--- src/rtl/zpu_int_ctrl_if.sv ---
// Wishbone classic configuration bus bundle for the interrupt controller.
// Carries only the slave-side bus signals; no logic and no latency of its own.
// Backpressure: none, the slave acks every strobe one cycle later.
interface zpu_int_ctrl_if;
    logic [5:0]  wb_adr_i;
    logic [31:0] wb_dat_i;
    logic [31:0] wb_dat_o;
    logic        wb_we_i;
    logic        wb_cyc_i;
    logic        wb_stb_i;
    logic        wb_ack_o;

    modport slave (
        input  wb_adr_i, wb_dat_i, wb_we_i, wb_cyc_i, wb_stb_i,
        output wb_dat_o, wb_ack_o
    );

    modport master (
        output wb_adr_i, wb_dat_i, wb_we_i, wb_cyc_i, wb_stb_i,
        input  wb_dat_o, wb_ack_o
    );
endinterface

--- src/rtl/zpu_int_ctrl.sv ---
// Vectored, non-nesting interrupt controller for the ZPU with a Wishbone config port.
// Latency: irq edge -> PENDING in 3 clocks, PENDING -> cpu_irq 1 clock; bus ack 1 clock.
// Backpressure: a request is held until interrutack; new sources wait in PENDING.
module zpu_int_ctrl #(
    parameter int pc_bit_size = 25,
    parameter int num_irq     = 8
) (
    input  logic                   clk,
    input  logic                   rst,
    zpu_int_ctrl_if.slave          wb,
    input  logic [num_irq-1:0]     irq_in,
    output logic                   cpu_irq,
    output logic [pc_bit_size-1:0] interuptadr,
    input  logic                   interrutack,
    input  logic                   exitint
);

    typedef enum logic [1:0] {
        ST_IDLE    = 2'd0,
        ST_REQ     = 2'd1,
        ST_SERVICE = 2'd2
    } state_t;

    state_t                   state_q;
    logic [2:0]               active_q;
    logic [pc_bit_size-1:0]   interuptadr_q;
    logic                     cpu_irq_q;

    logic [num_irq-1:0]       sync1_q, sync2_q, dly_q;
    logic [1:0]               arm_cnt_q;
    logic                     armed;
    logic [num_irq-1:0]       rise;

    logic [num_irq-1:0]       enable_q;
    logic [num_irq-1:0]       pending_q, pending_d;
    logic                     gen_q;
    logic [pc_bit_size-1:0]   vector_q [num_irq];

    logic                     ack_q;
    logic [31:0]              dat_q;
    logic [31:0]              rd_dat;
    logic                     bus_req, wr_en;
    logic [3:0]               idx;
    logic                     busy;

    logic [num_irq-1:0]       w1c_mask, ack_clr;
    logic                     sel_vld;
    logic [2:0]               sel_idx;
    logic [pc_bit_size-1:0]   sel_vec;

    logic                     unused_ok;
    assign unused_ok = ^{wb.wb_adr_i[1:0], wb.wb_dat_i};

    assign bus_req = wb.wb_cyc_i & wb.wb_stb_i & ~ack_q;
    assign wr_en   = bus_req & wb.wb_we_i;
    assign idx     = wb.wb_adr_i[5:2];
    assign busy    = (state_q != ST_IDLE);

    assign wb.wb_ack_o = ack_q;
    assign wb.wb_dat_o = dat_q;
    assign cpu_irq     = cpu_irq_q;
    assign interuptadr = interuptadr_q;

    // Synchronizer plus delay flop; edge detection stays off until the pipe has
    // refilled after reset so levels already high never look like fresh edges.
    always_ff @(posedge clk or posedge rst) begin
        if (rst) begin
            sync1_q   <= '0;
            sync2_q   <= '0;
            dly_q     <= '0;
            arm_cnt_q <= 2'd0;
        end else begin
            sync1_q <= irq_in;
            sync2_q <= sync1_q;
            dly_q   <= sync2_q;
            if (!armed) begin
                arm_cnt_q <= arm_cnt_q + 2'd1;
            end
        end
    end

    assign armed = (arm_cnt_q == 2'd3);
    assign rise  = armed ? (sync2_q & ~dly_q) : '0;

    // Clear sources for PENDING: bus write-1-to-clear and CPU acknowledge of the active source.
    always_comb begin
        w1c_mask = '0;
        ack_clr  = '0;
        if (wr_en && idx == 4'd1) begin
            w1c_mask = wb.wb_dat_i[num_irq-1:0];
        end
        for (int n = 0; n < num_irq; n++) begin
            ack_clr[n] = (state_q == ST_REQ) && interrutack && (active_q == 3'(n));
        end
        pending_d = (pending_q & ~w1c_mask & ~ack_clr) | rise;
    end

    // Pending latch; a fresh edge wins over any clear in the same cycle.
    always_ff @(posedge clk or posedge rst) begin
        if (rst) begin
            pending_q <= '0;
        end else begin
            pending_q <= pending_d;
        end
    end

    // Lowest-numbered enabled pending source and its handler address.
    always_comb begin
        sel_vld = 1'b0;
        sel_idx = 3'd0;
        sel_vec = '0;
        for (int n = num_irq - 1; n >= 0; n--) begin
            if (pending_q[n] && enable_q[n]) begin
                sel_vld = 1'b1;
                sel_idx = 3'(n);
                sel_vec = vector_q[n];
            end
        end
    end

    // Configuration registers written through the bus.
    always_ff @(posedge clk or posedge rst) begin
        if (rst) begin
            enable_q <= '0;
            gen_q    <= 1'b0;
            for (int n = 0; n < num_irq; n++) begin
                vector_q[n] <= '0;
            end
        end else if (wr_en) begin
            if (idx == 4'd0) begin
                enable_q <= wb.wb_dat_i[num_irq-1:0];
            end
            if (idx == 4'd2) begin
                gen_q <= wb.wb_dat_i[0];
            end
            for (int n = 0; n < num_irq; n++) begin
                if (idx == 4'(8 + n)) begin
                    vector_q[n] <= wb.wb_dat_i[pc_bit_size-1:0];
                end
            end
        end
    end

    // Read data mux; unmapped indices read zero.
    always_comb begin
        rd_dat = '0;
        case (idx)
            4'd0:    rd_dat = 32'(enable_q);
            4'd1:    rd_dat = 32'(pending_q);
            4'd2:    rd_dat = {31'd0, gen_q};
            4'd3:    rd_dat = {23'd0, busy, 5'd0, active_q};
            default: begin
                for (int n = 0; n < num_irq; n++) begin
                    if (idx == 4'(8 + n)) begin
                        rd_dat = 32'(vector_q[n]);
                    end
                end
            end
        endcase
    end

    // Single-cycle registered ack with read data captured at the same edge.
    always_ff @(posedge clk or posedge rst) begin
        if (rst) begin
            ack_q <= 1'b0;
            dat_q <= '0;
        end else begin
            ack_q <= bus_req;
            if (bus_req) begin
                dat_q <= rd_dat;
            end
        end
    end

    // Request/service FSM; address and active source are frozen for the whole request.
    always_ff @(posedge clk or posedge rst) begin
        if (rst) begin
            state_q       <= ST_IDLE;
            active_q      <= 3'd0;
            interuptadr_q <= '0;
            cpu_irq_q     <= 1'b0;
        end else begin
            case (state_q)
                ST_IDLE: begin
                    if (gen_q && sel_vld) begin
                        active_q      <= sel_idx;
                        interuptadr_q <= sel_vec;
                        cpu_irq_q     <= 1'b1;
                        state_q       <= ST_REQ;
                    end
                end
                ST_REQ: begin
                    if (interrutack) begin
                        cpu_irq_q <= 1'b0;
                        state_q   <= ST_SERVICE;
                    end
                end
                ST_SERVICE: begin
                    if (exitint) begin
                        active_q <= 3'd0;
                        state_q  <= ST_IDLE;
                    end
                end
                default: begin
                    cpu_irq_q <= 1'b0;
                    state_q   <= ST_IDLE;
                end
            endcase
        end
    end

endmodule

--- src/flat_wrapper.sv ---
// flat-port wrapper written by rule: the top's interface ports become plain ports
module zpu_int_ctrl_flat 
#(
    parameter int pc_bit_size = 25,
    parameter int num_irq     = 8
)
  (clk, rst, irq_in, cpu_irq, interuptadr, interrutack, exitint, wb_wb_adr_i, wb_wb_dat_i, wb_wb_we_i, wb_wb_cyc_i, wb_wb_stb_i, wb_wb_dat_o, wb_wb_ack_o);
  zpu_int_ctrl_if wb_i ();
  input  logic clk;
  input  logic rst;
  input  logic [num_irq-1:0] irq_in;
  output logic cpu_irq;
  output logic [pc_bit_size-1:0] interuptadr;
  input  logic interrutack;
  input  logic exitint;
  input wire logic [$bits(wb_i.wb_adr_i)-1:0] wb_wb_adr_i;
  input wire logic [$bits(wb_i.wb_dat_i)-1:0] wb_wb_dat_i;
  input wire logic [$bits(wb_i.wb_we_i)-1:0] wb_wb_we_i;
  input wire logic [$bits(wb_i.wb_cyc_i)-1:0] wb_wb_cyc_i;
  input wire logic [$bits(wb_i.wb_stb_i)-1:0] wb_wb_stb_i;
  output wire logic [$bits(wb_i.wb_dat_o)-1:0] wb_wb_dat_o;
  output wire logic [$bits(wb_i.wb_ack_o)-1:0] wb_wb_ack_o;
  assign wb_i.wb_adr_i = wb_wb_adr_i;
  assign wb_i.wb_dat_i = wb_wb_dat_i;
  assign wb_i.wb_we_i = wb_wb_we_i;
  assign wb_i.wb_cyc_i = wb_wb_cyc_i;
  assign wb_i.wb_stb_i = wb_wb_stb_i;
  assign wb_wb_dat_o = wb_i.wb_dat_o;
  assign wb_wb_ack_o = wb_i.wb_ack_o;
  zpu_int_ctrl #(.pc_bit_size(pc_bit_size), .num_irq(num_irq)) u_core (.clk(clk), .rst(rst), .wb(wb_i), .irq_in(irq_in), .cpu_irq(cpu_irq), .interuptadr(interuptadr), .interrutack(interrutack), .exitint(exitint));
endmodule
--- config.mk ---
export PLATFORM = sky130hd
export DESIGN_NAME = zpu_int_ctrl_flat
export DESIGN_NICKNAME = d
export VERILOG_FILES = /design/src/rtl/zpu_int_ctrl_if.sv /design/src/rtl/zpu_int_ctrl.sv /design/src/flat_wrapper.sv
export SDC_FILE = /design/constraint.sdc
export NUM_CORES = 1
export LEC_CHECK = 0
export BUFFER_PORTS_ARGS = -buffer_cell sky130_fd_sc_hd__buf_2
export CORE_ASPECT_RATIO = 0.8
export CORE_MARGIN = 3
export CORE_UTILIZATION = 65
export CTS_CLUSTER_SIZE = 12
export DETAILED_ROUTE_END_ITERATION = 16
export GPL_ROUTABILITY_DRIVEN = 0
export HOLD_SLACK_MARGIN = 0.02
export PLACE_DENSITY = 0.85
export RECOVER_POWER = 50
export REMOVE_ABC_BUFFERS = 1
export SLEW_MARGIN = 15
export SYNTH_ARGS = -nofsm -noshare
export SYNTH_HDL_FRONTEND = slang
export SYNTH_SLANG_ARGS = --single-unit
export TNS_END_PERCENT = 30
--- constraint.sdc ---
create_clock -name clk -period 29.4 [get_ports clk]
set_clock_uncertainty 0.05 [all_clocks]
set_input_delay 7.35 -clock clk [delete_from_list [all_inputs] [get_ports clk]]
set_output_delay 7.35 -clock clk [all_outputs]
set_load 0.005 [all_outputs]
## Word-level counts from Yosys, hierarchy flattened

Index checks and enable logic that the tools add are counted.

| word-level totals | value |
|---|---|
| register bits after elaboration | 307 |
| bits of input ports | 53 |

| cells by class | value |
|---|---|
| add/sub/neg operators | 1 |
| equality and inequality tests | 24 |
| multiplexer cells | 45 |
| bitwise gates (word level) | 12 |
| reduce and logical (&&, ||, !) cells | 38 |

Operators with widths:

| kind | number |
|---|---|
| $mux W25 | 16 |
| $pmux W32 S4 | 1 |
| $eq A4 B4 Y1 const B | 8 |
| $mux W3 | 10 |
| $and A8 B8 Y8 | 3 |
| $not A8 Y8 | 3 |
| $reduce_and A2 Y1 | 11 |
| $logic_and A1 B1 Y1 | 19 |
| $mux W8 | 2 |
| $eq A3 B3 Y1 const B | 4 |
| $mux W1 | 10 |
| $reduce_and A3 Y1 | 3 |
| $eq A4 B2 Y1 const B | 2 |
| $or A8 B8 Y8 | 1 |
| $eq A3 B2 Y1 const B | 2 |
| $mux W2 | 3 |
| $pmux W2 S3 | 1 |
| $pmux W3 S2 | 1 |
| $eq A2 B2 Y1 const B | 2 |
| $eq A4 B1 Y1 const B | 1 |
| $logic_not A4 Y1 | 1 |
| $ne A2 B2 Y1 const B | 2 |
| $reduce_bool A2 Y1 | 2 |
| $and A1 B1 Y1 | 3 |
| 8 further kinds | 9 |

## Logic depth before layout (Yosys ltp)

Gate-level depths: netlist of run 1.

| logic depth | value |
|---|---|
| depth after elaboration | 12 |
| mapped depth | 8 |

## Least setup slack after synthesis of run 1

OpenSTA, ideal clock, no wires.

| timing | value |
|---|---|
| path type | input port to flip-flop |
| from | input port wb_wb_adr_i[4] |
| to | register u_core.vector_q[133] in the netlist's numbering |
| arrival time | 8.701 ns |
| required time | 29.225 ns |
| slack | 20.524 ns |
| stages | 7 |
| cell sequence | buf_2 nor2b_1 buf_2 nand3_2 nor2_2 buf_4 mux2_2 |

| on the way | value |
|---|---|
| cells in the longest elaborated chain, start to end | 2 |

RTL lines:

| element | line | source |
|---|---|---|
| start: declaration | flat_wrapper.sv:16 | `input wire logic [$bits(wb_i.wb_adr_i)-1:0] wb_wb_adr_i;` |
| $eq A4 B4 Y1 | zpu_int_ctrl.sv:137 | `if (idx == 4'(8 + n)) begin` |
| $reduce_and A2 Y1 (no source line) | n/a |  |
| end signal: indexed assignment | zpu_int_ctrl.sv:138 | `vector_q[n] <= wb.wb_dat_i[pc_bit_size-1:0];` |
| end: declaration | zpu_int_ctrl.sv:37 | `logic [pc_bit_size-1:0] vector_q [num_irq];` |

Every way passes these cells.
A chain may end at the register's enable or synchronous reset.

==> flow_summary.toml, run 1 <==
[cells_and_area]
n_fill_cell = 1491
multi_input_area_sq_um = 6739
seq_area_sq_um = 7507
nets = 1361
drive_above_1_share_pct = 27.40
layout_common_cells = "dfrtp_1, mux2_2, o21ai_0, buf_2, nand2_1"
antenna_cells = 0
area_growth_pct = 8.745
final_common_cell = "dfrtp_1"

[placed_design]
place_ws_ns = 19.19
place_hpwl_um = 26070
io_buffers = 95

[setup_path]
path_cells = "buf_2 -> clkinvlp_2"
path_delay_family = "buffers and inverters"
critical_path_class = "input pin to async pin"
cp_max_fo = 128
critPathCaptureType = "async pin"
cp.required_ns = 28.97
startpoint_type = "input pin"
slowest_stage = "clkinvlp_2"
cp.buffers_inverters = 2
cpPeakStageDelay_ns = 3.12
arrival_ns = 10.73

[pwr]
p_leak_uw = 0.007083
ir_worst_vdd_uv = 52.46
p_total_uw = 1119
power_density_nw_per_um2 = 68.75

[sta]
period_needed_ns = 11.16
final.setup.tns_ns = 0
drv_slew = 207
worst_slew_pin_slew_ns = 5.686
finalSetupViolCount = 0
fin_ws_ns = 18.24
rsz0062_at_grt = "false"
max_freq_mhz = 89.60
finalHoldViolCount = 0
fin_crit_sh_pct = 37.96
relSlewSlack_pct = -281.2

[clocking]
htree_levels = 1
cts-root-buf = "clkbuf_16"
cts_buffers = 30
path_clk_slew_ns = 0.06
cts_resized = 0
cts_buffer_depth = 3
cts_tree = "done"
cts_setup_buffers = 0
clk_latency_ns = 0.55
cts.sinks = 300
holdBufCountCts = 0

[yosys]
post_synth.cell_area_avg_sq_um = 11.77
synth_cells = 1272
synthesis.area_sq_um = 14970
synthMuxAreaShare_pct = 19.27
synth-edff-count = 0
synth_top_family_by_area = "multiplexers"
yosys.area_share.simple_pct = 8.528
ys_types = 69
synth-xor-area-share_pct = 0.05852
ys_ff_latch = 300
yosysWarnings = 0
synth_compound_area_share_pct = 16.86
seq_area_frac_synth_pct = 50.16
async_reset_ff_share_pct = 100.0
synth_fa_ha_area_share_pct = 0.08361
synthFlopType = "dfrtp_1"

[route]
routedWlPerCell_um = 27.53
vias_per_cell = 7.411
drc_errors = 0
routed_wl_um = 44630
drt_iter0_drc = 1806
ant_nets = 0
dr.pass1.iters = 6
vias = 12010

[floorplan]
core_area_sq_um = 22100
fp.dieW_um = 175.6
die-area_sq_um = 24890
start_util_pct = 67.71
rows = 48
io_pins = 112
die_y_um = 141.7

[global_routing]
grt_first_pass_wirelength_um = 69080
groute.usage.overall_pct = 35.70
grt_max_degree = 174
overflow = 0
grt_pass1_vias = 12120
grt_antenna_before_repair = 0

[outcome]
outcome = "complete, but fails checks"
violations = "capacitance limit, slew limit"

[flow_run]
max_cap_violations = 4

[min_path]
hold_class = "register to register"
-- cells by family (layout without fill, tap and decap cells) --
| logic type | after synthesis | after routing |
|---|---|---|
| and+or+nand+nor | 233 | 233 |
| xor gates and xnor gates | 1 | 1 |
| adders and majority gates | 1 | 1 |
| DFF | 300 | 300 |
| other | 1 | 7 |
| buffers and inverters | 154 | 197 |
| AOI/OAI and AO/OA | 344 | 344 |
| muxes | 238 | 238 |
-- routing by layer --
layer  up-vias  GRT usage, %  wire length, um
met5         -             0                0
met4         0         17.37             2202
met3       193         8.186             5743
met2       972         53.71            19750
met1      5976         49.56            16930
li1       4872             -                -
-- final timing paths --
kind,end,slack [ns],from,cells after the start
worst min-delay path,u_core.sync2_q[2],0.29,u_core.sync1_q[2],0
min in group asynchronous,u_core.vector_q[177],8.51,rst,2
worst max-delay path,u_core.interuptadr[15],18.24,rst,2
worst max register to register,u_core.interuptadr[2],24.51,u_core.enable_q[5],5
worst min register to register,u_core.sync2_q[2],0.29,u_core.sync1_q[2],0
max in group clk,u_core.vector_q[181],19.07,wb_wb_stb_i,7
-- registers in the layout (all words and copies together), names as in the netlist --
name	cells
u_core.active_q	3
u_core.arm_cnt_q	2
u_core.cpu_irq	1
u_core.dly_q	8
u_core.enable_q	8
u_core.gen_q	1
u_core.interuptadr	25
u_core.pending_q	8
u_core.state_q	2
u_core.sync1_q	8
u_core.sync2_q	8
u_core.vector_q	200
u_core.wb.wb_ack_o	1
u_core.wb.wb_dat_o	25
-- through the flow --
stage	instances	area [sq um]	utilization (%)	hold WS [ns]
after floorplan	1155	14360	-	0.2812
after global placement	1575	15430	69.84	0.2830
after detailed placement	1575	15430	69.84	0.2847
after CTS	1621	16340	73.92	0.2949
after global routing	1621	16270	73.64	0.3015
final	1621	16270	73.64	0.2898
-- report_power, final --
part | switching, uW | internal (uW)
sequential | 46.6 | 474
combinational | 139 | 97.8
clock | 154 | 207
-- cell usage after synthesis (27+ instances only) --
cell type	number	area share, %
mux2_2	188	14
a22oi_1	28	1.4
o21ai_0	107	3.6
buf_2	27	0.90
nor2_1	43	1.1
clkbuf_1	58	1.5
dfrtp_1	300	50
nand3_1	32	1.1
a221oi_1	36	2.1
nand2_1	61	1.5
a21oi_1	30	1.0
inv_1	31	0.78
-- layout make-up --
class / instances / area share [%]
inverters: 31 / 0.7227
multi-input cells: 824 / 41.41
flip-flops and latches: 300 / 46.13
clock buffers: 45 / 5.520
well taps: 300 / 2.306
clock inverters: 1 / 0.03075
repair buffers: 120 / 3.883
Power figures use the tool's default switching activity.
==> run 2, diff against run 1 <==
--- a/config.mk
+++ b/config.mk
@@ -5,15 +5,16 @@
 export SDC_FILE = /design/constraint.sdc
 export NUM_CORES = 1
 export LEC_CHECK = 0
+export ABC_AREA = 1
 export BUFFER_PORTS_ARGS = -buffer_cell sky130_fd_sc_hd__buf_2
 export CORE_ASPECT_RATIO = 0.8
 export CORE_MARGIN = 3
-export CORE_UTILIZATION = 65
+export CORE_UTILIZATION = 55
 export CTS_CLUSTER_SIZE = 12
 export DETAILED_ROUTE_END_ITERATION = 16
 export GPL_ROUTABILITY_DRIVEN = 0
 export HOLD_SLACK_MARGIN = 0.02
-export PLACE_DENSITY = 0.85
+export PLACE_DENSITY = 0.77
 export RECOVER_POWER = 50
 export REMOVE_ABC_BUFFERS = 1
 export SLEW_MARGIN = 15
==> constraint.sdc (replaced) <==
create_clock -name clk -period 9.8 [get_ports clk]
set_clock_uncertainty 0.05 [all_clocks]
set_input_delay 2.45 -clock clk [delete_from_list [all_inputs] [get_ports clk]]
set_output_delay 2.45 -clock clk [all_outputs]
set_load 0.005 [all_outputs]
==> flow_summary.toml, run 2 <==
[cells_and_area]
largest_reg_flops = 200
area_growth_pct = 10.01
final_common_cell = "nand2_1"
nets = 1987
largest_register = "u_core.vector_q"
layout_common_cells = "nand2_1, dfrtp_1, o21ai_0, nor2_1, inv_1"
drive_above_1_share_pct = 7.286
fin_area_sq_um = 16000
n_fill_cell = 2267
fin_cells = 2300
antenna_cells = 0

[route]
dr.pass1.iters = 7
routed_wl_um = 43120
vias = 13330
vias_per_cell = 5.795
drt_iter0_drc = 1721
drc_errors = 0
ant_nets = 0
routedWlPerCell_um = 18.75

[floorplan]
die_y_um = 151.4
core_area_sq_um = 25630
io_pins = 112
rows = 52
die-area_sq_um = 28440
fp.dieW_um = 187.8
start_util_pct = 56.73

[global_routing]
grt_max_degree = 194
grt_first_pass_wirelength_um = 68440
overflow = 0
grt_antenna_before_repair = 0
grt_pass1_vias = 12550
groute.usage.overall_pct = 30.19

[setup_path]
startpoint_type = "register"
path_delay_family = "buffers and inverters"
cp.required_ns = 10.05
cp.buffers_inverters = 2
path_cells = "nand2_1 -> clkbuf_1 -> nand2_1 -> nor2_1 -> a21boi_0 -> nand2_2 -> clkbuf_1 -> a22oi_1"
reg2reg_slack_ns = 3.32
slowest_stage = "clkbuf_1"
reg2reg_from = "u_core.pending_q[4]"
cpPeakStageDelay_ns = 1.99
critical_path_class = "register to register"
reg2reg_depth = 8
arrival_ns = 6.73
r2r_end = "u_core.interuptadr[6]"
cp_max_fo = 53
critPathCaptureType = "register"

[yosys]
synthFlopType = "dfrtp_1"
ys_top_cells_by_area = "dfrtp_1, nand2_1, o21ai_0"
synth-edff-count = 0
async_reset_ff_share_pct = 100.0
synth_top_area_share_pct = 51.62
synth.most_common_cell = "nand2_1"
synthesis.area_sq_um = 14540
synth_cells = 1886
seq_area_frac_synth_pct = 51.62
post_synth.cell_area_avg_sq_um = 7.711
yosysTopAreaCell = "dfrtp_1"
yosysWarnings = 0
ys_ff_latch = 300
synth_commonest_cells = "nand2_1, dfrtp_1, o21ai_0"
ys_types = 40

[clocking]
cts_tree = "done"
cts_buffers = 30
path_clk_slew_ns = 0.06
cts_resized = 0
cts-root-buf = "clkbuf_16"
holdBufCountCts = 0
cts_setup_buffers = 0
cts.sinks = 300
htree_levels = 1
cts_buffer_depth = 3
clk_latency_ns = 0.56

[placed_design]
io_buffers = 95
place_inst = 2252
place_hpwl_um = 25770
place_area_sq_um = 15180

[sta]
fin_crit_sh_pct = 66.12
worst_slew_pin_slew_ns = 4.695
rsz0062_at_grt = "false"
finalSetupViolCount = 0
period_needed_ns = 6.480
relSlewSlack_pct = -214.7
finalHoldViolCount = 0
drv_slew = 374
hold-worst-slack_ns = 0.2970
max_freq_mhz = 154.3

[outcome]
outcome = "complete, but fails checks"
violations = "capacitance limit, slew limit"

[pwr]
p_leak_uw = 0.007830
ir_worst_vdd_uv = 170.5
power_density_nw_per_um2 = 206.7

[min_path]
holdPathStages = 0
worstHoldStart = "u_core.sync1_q[5]"
hold_class = "register to register"
hold_end = "u_core.sync2_q[5]"

[flow_run]
max_cap_violations = 7
run 2: cells by family after synthesis:
logic type / Yosys count / share of synthesized area [%]
buffers and inverters: 260 / 7.330
other: 1 / 0.02579
AO/OA/AOI/OAI: 430 / 16.23
adder cells (fa/ha/maj): 1 / 0.08602
XOR/XNOR: 1 / 0.06024
flip-flops: 300 / 51.62
AND/OR/NAND/NOR: 893 / 24.65
run 2: routing by layer:
metal	vias up	track usage, %	part of all wire, %
met4	0	10.09	3.1
met3	119	5.530	11
met2	797	46.13	44
li1	6164	-	-
met1	6249	43.90	42
met5	-	0	0
run 2: power by group:
group,internal [uW],leakage [uW],total (uW),switching (uW)
clock,610,0.000435,1080,467
combinational,240,0.00350,682,442
sequential,1420,0.00389,1550,124
run 2: how the worst max path moves through the flow:
stage | from | end | slack, ns | depth (start not counted)
3_3_place_gp | wb_wb_adr_i[3] | u_core.vector_q[151] | 4.78 | 8
3_5_place_dp | wb_wb_adr_i[3] | u_core.vector_q[154] | 4.73 | 8
6_report | u_core.pending_q[4] | u_core.interuptadr[6] | 3.32 | 8
2_1_floorplan | rst | u_core.active_q[0] | -0.99 | 1
5_1_grt | wb_wb_stb_i | u_core.vector_q[177] | 3.18 | 10
4_1_cts | wb_wb_adr_i[3] | u_core.vector_q[154] | 5.29 | 8
run 2: stage by stage:
stage | setup TNS [ns] | worst slack (ns) | total power (uW) | util, %
2_1_floorplan | -296.77 | -0.9892 | 1972 | -
3_3_place_gp | 0 | 4.779 | 2216 | 59.23
3_5_place_dp | 0 | 4.734 | 2242 | 59.23
4_1_cts | 0 | 5.289 | 3314 | 62.71
5_1_grt | 0 | 3.178 | 3471 | 62.41
6_report | 0 | 3.320 | 3306 | 62.41
run 2: final cells by class:
class                   count  area [sq um]  share of cell area (%)
clock buffers              47         885.9                   5.537
repair buffers            119         608.1                   3.801
well taps                 351         439.2                   2.745
multi-input cells        1332          5988                   37.43
clock inverters             1         5.005                 0.03128
flip-flops and latches    300          7507                   46.93
inverters                 150         564.3                   3.527
